$ cat src/rtl/sram_read_sequencer.sv
// SRAM read sequencer: precharge, wordline develop, sense-amp fire,
// then differential decode of the sense-amp row into read data.
module sram_read_sequencer #(
    parameter int W       = 8,
    parameter int AW      = 6,
    parameter int PCH_CYC = 2,
    parameter int DEV_CYC = 3
) (
    input  logic          clk,
    input  logic          rst_n,
    input  logic          req,
    input  logic [AW-1:0] addr,
    output logic          ready,
    output logic          busy,
    output logic          pch_en,
    output logic          wl_en,
    output logic [AW-1:0] row,
    output logic          sae,
    input  logic [W-1:0]  sa_out,
    input  logic [W-1:0]  sa_outn,
    output logic [W-1:0]  rdata,
    output logic          rvalid,
    output logic [W-1:0]  rerr
);

    generate
        if (PCH_CYC < 1 || PCH_CYC > 15) begin : g_bad_pch
            $error("PCH_CYC must be in 1..15");
        end
        if (DEV_CYC < 1 || DEV_CYC > 15) begin : g_bad_dev
            $error("DEV_CYC must be in 1..15");
        end
    endgenerate

    typedef enum logic [2:0] {
        IDLE  = 3'd0,
        PCH   = 3'd1,
        DEV   = 3'd2,
        SENSE = 3'd3,
        DONE  = 3'd4
    } state_t;

    state_t     state;
    state_t     next_state;
    logic [3:0] cnt;
    logic [3:0] cnt_nxt;

    logic pch_nxt;
    logic wl_nxt;
    logic sae_nxt;
    logic rvalid_nxt;
    logic ready_nxt;

    always_ff @(posedge clk) begin
        if (!rst_n) begin
            state <= IDLE;
            cnt   <= '0;
        end else begin
            state <= next_state;
            cnt   <= cnt_nxt;
        end
    end

    always_comb begin
        next_state = state;
        cnt_nxt    = cnt;
        unique case (state)
            IDLE: begin
                if (req) begin
                    next_state = PCH;
                    cnt_nxt    = 4'(PCH_CYC - 1);
                end
            end
            PCH: begin
                if (cnt == 4'd0) begin
                    next_state = DEV;
                    cnt_nxt    = 4'(DEV_CYC - 1);
                end else begin
                    cnt_nxt = cnt - 4'd1;
                end
            end
            DEV: begin
                if (cnt == 4'd0) begin
                    next_state = SENSE;
                end else begin
                    cnt_nxt = cnt - 4'd1;
                end
            end
            SENSE:   next_state = DONE;
            DONE:    next_state = IDLE;
            default: next_state = IDLE;
        endcase
    end

    // Enables are decoded from the next state and flopped, so they
    // leave the block straight from registers with no decode glitches.
    always_comb begin
        pch_nxt    = (next_state == PCH);
        wl_nxt     = (next_state == DEV);
        sae_nxt    = (next_state == SENSE);
        rvalid_nxt = (next_state == DONE);
        ready_nxt  = (next_state == IDLE);
    end

    always_ff @(posedge clk) begin
        if (!rst_n) begin
            pch_en <= 1'b0;
            wl_en  <= 1'b0;
            sae    <= 1'b0;
            rvalid <= 1'b0;
            ready  <= 1'b1;
            busy   <= 1'b0;
        end else begin
            pch_en <= pch_nxt;
            wl_en  <= wl_nxt;
            sae    <= sae_nxt;
            rvalid <= rvalid_nxt;
            ready  <= ready_nxt;
            busy   <= !ready_nxt;
        end
    end

    // A column resolves only when exactly one rail of the pair is high.
    always_ff @(posedge clk) begin
        if (!rst_n) begin
            row   <= '0;
            rdata <= '0;
            rerr  <= '0;
        end else begin
            if (state == IDLE && req) begin
                row <= addr;
            end
            if (state == SENSE) begin
                rdata <= sa_out & ~sa_outn;
                rerr  <= ~(sa_out ^ sa_outn);
            end
        end
    end

endmodule

$ cat config.mk
export PLATFORM = sky130hd
export DESIGN_NAME = sram_read_sequencer
export DESIGN_NICKNAME = d
export VERILOG_FILES = /design/src/rtl/sram_read_sequencer.sv
export SDC_FILE = /design/constraint.sdc
export NUM_CORES = 1
export LEC_CHECK = 0
export ABC_AREA = 1
export BUFFER_PORTS_ARGS = -buffer_cell sky130_fd_sc_hd__buf_4
export CAP_MARGIN = 20
export CORE_MARGIN = 3
export CORE_UTILIZATION = 28
export DETAILED_ROUTE_END_ITERATION = 10
export GPL_TIMING_DRIVEN = 1
export PLACE_DENSITY = 0.6
export SLEW_MARGIN = 20
export SYNTH_ARGS = -nofsm -noshare
export SYNTH_HDL_FRONTEND = slang
export SYNTH_SLANG_ARGS = --single-unit
$ cat constraint.sdc
create_clock -name clk -period 3.45 [get_ports clk]
set_input_delay 0 -clock clk [delete_from_list [all_inputs] [get_ports clk]]
set_output_delay 0 -clock clk [all_outputs]
set_load 0.01 [all_outputs]
* After elaboration in Yosys (flattened, before gate mapping)
Index checks and enable logic that the tools add are counted.
** Word-level totals
- Register bits after elaboration :: 35
- Bits in latches :: 0
- Bits in writable memories :: 0
- Bits in read-only memories :: 0
- Bits of input ports :: 25
- Output and inout bits :: 28
- Word-level logic and storage cells :: 40
- Memories :: 0
** Operators by class
- $add $sub $neg :: 1
- Multiply operators :: 0
- Divide/modulo/power cells :: 0
- Magnitude comparators :: 0
- Equal/unequal tests :: 9
- Shifts and indexed selects :: 0
- Muxes and demuxes :: 8
- Bitwise operators :: 4
- Reductions and logical operators :: 7
** Operators by type and width (count)
- $not 8->8 :: 2
- $eq 3x2->1 const B :: 4
- $mux 4 :: 3
- $pmux 3 s4 :: 1
- $pmux 4 s3 :: 1
- $mux 3 :: 3
- $and 8x8->8 :: 1
- $xor 8x8->8 :: 1
- $eq 3x1->1 const B :: 2
- $logic_not 3->1 :: 2
- $logic_not 4->1 :: 1
- $ne 2x2->1 const B :: 2
- $sub 4x1->4 const B :: 1
- $eq 3x3->1 const B :: 1
- $reduce_and 3->1 :: 1
- $reduce_bool 3->1 :: 1
- $logic_and 1x1->1 :: 1
- $logic_not 1->1 :: 1

* Depth between registers and ports, before layout
- Word-level depth :: 5
- Gate-level depth with buffers :: 9

* Worst setup path before layout
OpenSTA, ideal clock, no wires.
- Kind :: register to register
- Start :: register cnt[0]
- End :: register cnt[2]
- Data arrival time :: 1140 ps
- Data required time :: 3334 ps
- Path slack :: 2195 ps
- Stages on the path, launching flop included :: 9
- Clock period less this slack :: 1255 ps
- Path through :: dfxtp_1 inv_1 ha_1 nand2_1 nand2_1 nand2_1 nand2_2 o21ai_2 nor2_1
** On the way
- Cells in the longest elaborated chain, start to end :: 3
** RTL lines
- from (decl) :: RTL line 45 : logic [3:0] cnt;
- from (signal assigned) :: RTL line 60 : cnt <= cnt_nxt;
- $sub 4x1->4 or $logic_not 4->1 (tied branches)
- $mux 4, or another cell as far along :: RTL line 83 : if (cnt == 4'd0) begin
- $pmux 4 s3 or $reduce_and 3->1 (tied branches)
Several ways; a longest one is shown, not always the timed one. The select of a mux whose other input is x is not followed.
A chain may end at the register's enable or synchronous reset.

* Worst setup path in the final report
- Start :: register state[0]
- End :: register rerr[5]
** On the way
- Cells in the longest elaborated chain, start to end :: 1
** RTL lines
- from (decl) :: RTL line 43 : state_t state;
- from (signal assigned) :: RTL line 59 : state <= next_state;
- $eq 3x2->1 :: RTL line 133 : if (state == SENSE) begin
- to (signal assigned) :: RTL line 135 : rerr <= ~(sa_out ^ sa_outn);
- to (decl) :: RTL line 23 : output logic [W-1:0] rerr
No other way between the ends.

==> results.sh <==
export IMPL_finalNonFillerCells=315
export IMPL_die_area_sq_um=6200
export IMPL_dr_pass1_iters=4
export IMPL_dr_wl_met2_um=1350
export IMPL_first_global_vias=1249
export IMPL_place_gp_congestion=0.821
export IMPL_area_delta_synth_final_pct=40.5
export IMPL_yosys_warnings=0
export IMPL_start_util_pct=30.2
export IMPL_num_antenna_cells=0
export IMPL_drv_cap=0
export IMPL_dp_cells=301
export IMPL_crit_type="reg2reg"
export IMPL_cts_reportedPaths_clkPinSlew_ns=0.07
export IMPL_wl_per_cell_um=10.2
export IMPL_path_cells="nand3_4 > inv_1 > nor2_1 > nor2_1"
export IMPL_clock_root_buffer="clkbuf_8"
export IMPL_synth_seq_cells=35
export IMPL_synthCells=188
export IMPL_reg2reg_from="state[0]"
export IMPL_period_share_pct=41.4
export IMPL_crit_path_frequent_cell="nor2_1"
export IMPL_final_nets=282
export IMPL_maxSlewViolCount=0
export IMPL_post_cts_buffers=0
export IMPL_cts_tree="done"
export IMPL_core_sq_um=4910
export IMPL_setup_violations=0
export IMPL_top_layer="met4"
export IMPL_crit_fanout=19
export IMPL_end_kind="flop"
export IMPL_wl_met1_um=1560
export IMPL_numCtsBuffers=5
export IMPL_status="completed"
export IMPL_critical_path_buf_inv_count=1
export IMPL_tightest_slew_ns=0.504
export IMPL_fmax_mhz=701
export IMPL_antenna_left=0
export IMPL_antenna_found_initial=0
export IMPL_final_common_cell="buf_4"
export IMPL_slew_headroom_pct=66.4
export IMPL_vdd_drop_max_uv=204
export IMPL_grt_overflow=0
export IMPL_clockBufferDepth=2
export IMPL_hold_start="req"
export IMPL_period_needed_ns=1.43
export IMPL_crit_path_start="state[0]"
export IMPL_dr_wl_met3_um=283
export IMPL_synth_cell_types=21
export IMPL_finalSetupTns_ns=0
export IMPL_most_common_layout_cells="52 x buf_4, 45 x nor2_1, 35 x dfxtp_1"
export IMPL_num_io_pins=53
export IMPL_start_kind="flop"
export IMPL_skew_ns=0.0126
export IMPL_num_rows=25
export IMPL_insertion_delay_ns=0.29
export IMPL_layout_drive_gt1_share_pct=27.4
export IMPL_worstPathArrival_ns=1.65
export IMPL_yosys_area_top_type="dfxtp_1"
export IMPL_grt_first_pass_wirelength_um=5690
export IMPL_hold_path_class="in2reg"
export IMPL_die_x_um=78.8
export IMPL_yosysSeqAreaShare_pct=47.3
export IMPL_rsz0062_at_grt="false"
export IMPL_synth_fp_nets=223
export IMPL_dpl_hpwl_um=2380
export IMPL_vias=1361
export IMPL_cpLargestDelayFamily="flip-flops"
export IMPL_p_leak_nw=0.994
export IMPL_fill_cells=505
export IMPL_p_per_area_nw_per_um2=632
export IMPL_drt_wl_total_um=3220
export IMPL_timing_hold_violations_final=0
export IMPL_die_h_um=78.8
export IMPL_crit_path_max_incr_delay_ns=0.49
export IMPL_synth_top_area_share_pct=47.3
export IMPL_vias_per_cell=4.32
export IMPL_drc_errors=0
export IMPL_avgSynthCellArea_sq_um=7.89
export IMPL_required_ns=3.68
export IMPL_synth_top_cells_by_area="dfxtp_1 47%, nor2_1 11%, ha_1 8.4%"
export IMPL_htreeDepth=2
export IMPL_cts_sinks=35
export IMPL_grt_usage_pct=11.4
export IMPL_grt_max_degree=23
export IMPL_drt_iter0_drc=86
export IMPL_io_buffers=52
export IMPL_syn_cell_area_sq_um=1480
export IMPL_crit_path_top_delay_cell="dfxtp_1"
## cell type report
class / count / area (sq um) / area share, %
flip-flops and latches: 35 / 701 / 33.6
clock inverters: 1 / 7.51 / 0.360
well taps: 67 / 83.8 / 4.02
clock buffers: 7 / 96.3 / 4.62
multi-input cells: 128 / 673 / 32.3
repair buffers: 58 / 450 / 21.6
inverters: 19 / 71.3 / 3.42
## power breakdown
part / total (mW) / internal [mW] / leakage [nW] / switching, mW
Sequential: 0.535 / 0.479 / 0.286 / 0.0557
Combinational: 0.456 / 0.197 / 0.658 / 0.259
Clock: 0.327 / 0.182 / 0.0505 / 0.145
## path summary, 6_finish.rpt
check             cells after the start       to  slack [ns]
setup reg to reg                      4  rerr[5]        2.02
hold / removal                        3   row[5]        0.04
hold reg to reg                       2   row[2]        0.47
setup / recovery                      4  rerr[5]        2.02
## routing by layer
layer,track usage (%),up-vias
met1,15.0,601
met5,0,-
met2,17.0,40
met4,3.15,0
met3,4.88,2
li1,-,718
## logic make-up (layout without fill, tap and decap cells)
| group | Yosys count | after routing | synth area share [%] |
|---|---|---|---|
| buffers and inverters | 25 | 85 | 7.34 |
| AOI/OAI and AO/OA | 27 | 27 | 10.1 |
| DFF | 35 | 35 | 47.3 |
| adders and majority gates | 10 | 10 | 8.44 |
| and+or+nand+nor | 91 | 91 | 26.8 |
## synth_stat cells
cell	count
or2_2	1
a21oi_4	1
dfxtp_1	35
buf_6	1
nor3_2	1
nand2_2	2
clkbuf_1	3
nand3_2	1
nand4_1	2
buf_4	1
nand3_1	11
o21ai_2	1
inv_1	19
ha_1	10
nand2_1	24
clkbuf_4	1
o21ai_0	16
a21oi_1	9
nor3_1	3
nand3_4	1
nor2_1	45
## metrics by stage
step / power [mW] / setup WS [ns] / cell area (sq um) / util, % / hold WS (ns)
final: 1.32 / 2.02 / 2080 / 42.4 / 0.0386
after global placement: 0.994 / 2.05 / 1920 / 39.1 / 0.287
after CTS: 1.33 / 2.01 / 2080 / 42.4 / 0.0347
after floorplan: 0.844 / 2.19 / 1480 / - / 0.127
after detailed placement: 0.998 / 2.01 / 1920 / 39.1 / 0.292
after global routing: 1.42 / 1.82 / 2080 / 42.4 / 0.0571
## flip-flops by register name, indices dropped and copies added, names as in the netlist
name / count
rdata: 8
rerr: 8
row: 6
cnt: 4
state: 3
busy: 1
pch_en: 1
ready: 1
rvalid: 1
sae: 1
wl_en: 1
## worst register-to-register path: cells and delay by family, from the launching register on
| family | cells | cell delay [ns] |
|---|---|---|
| buf+inv | 1 | 0.45 |
| flops | 1 | 0.49 |
| simple gates | 3 | 0.43 |
## repair_timing
| item | 4_1_cts | 5_1_grt |
|---|---|---|
| hold buffers | 6 | 0 |
| resized for setup | 0 | 0 |
| endpoints found under the hold margin | 6 | 0 |
Note: power is estimated with default switching activity, not from simulation.
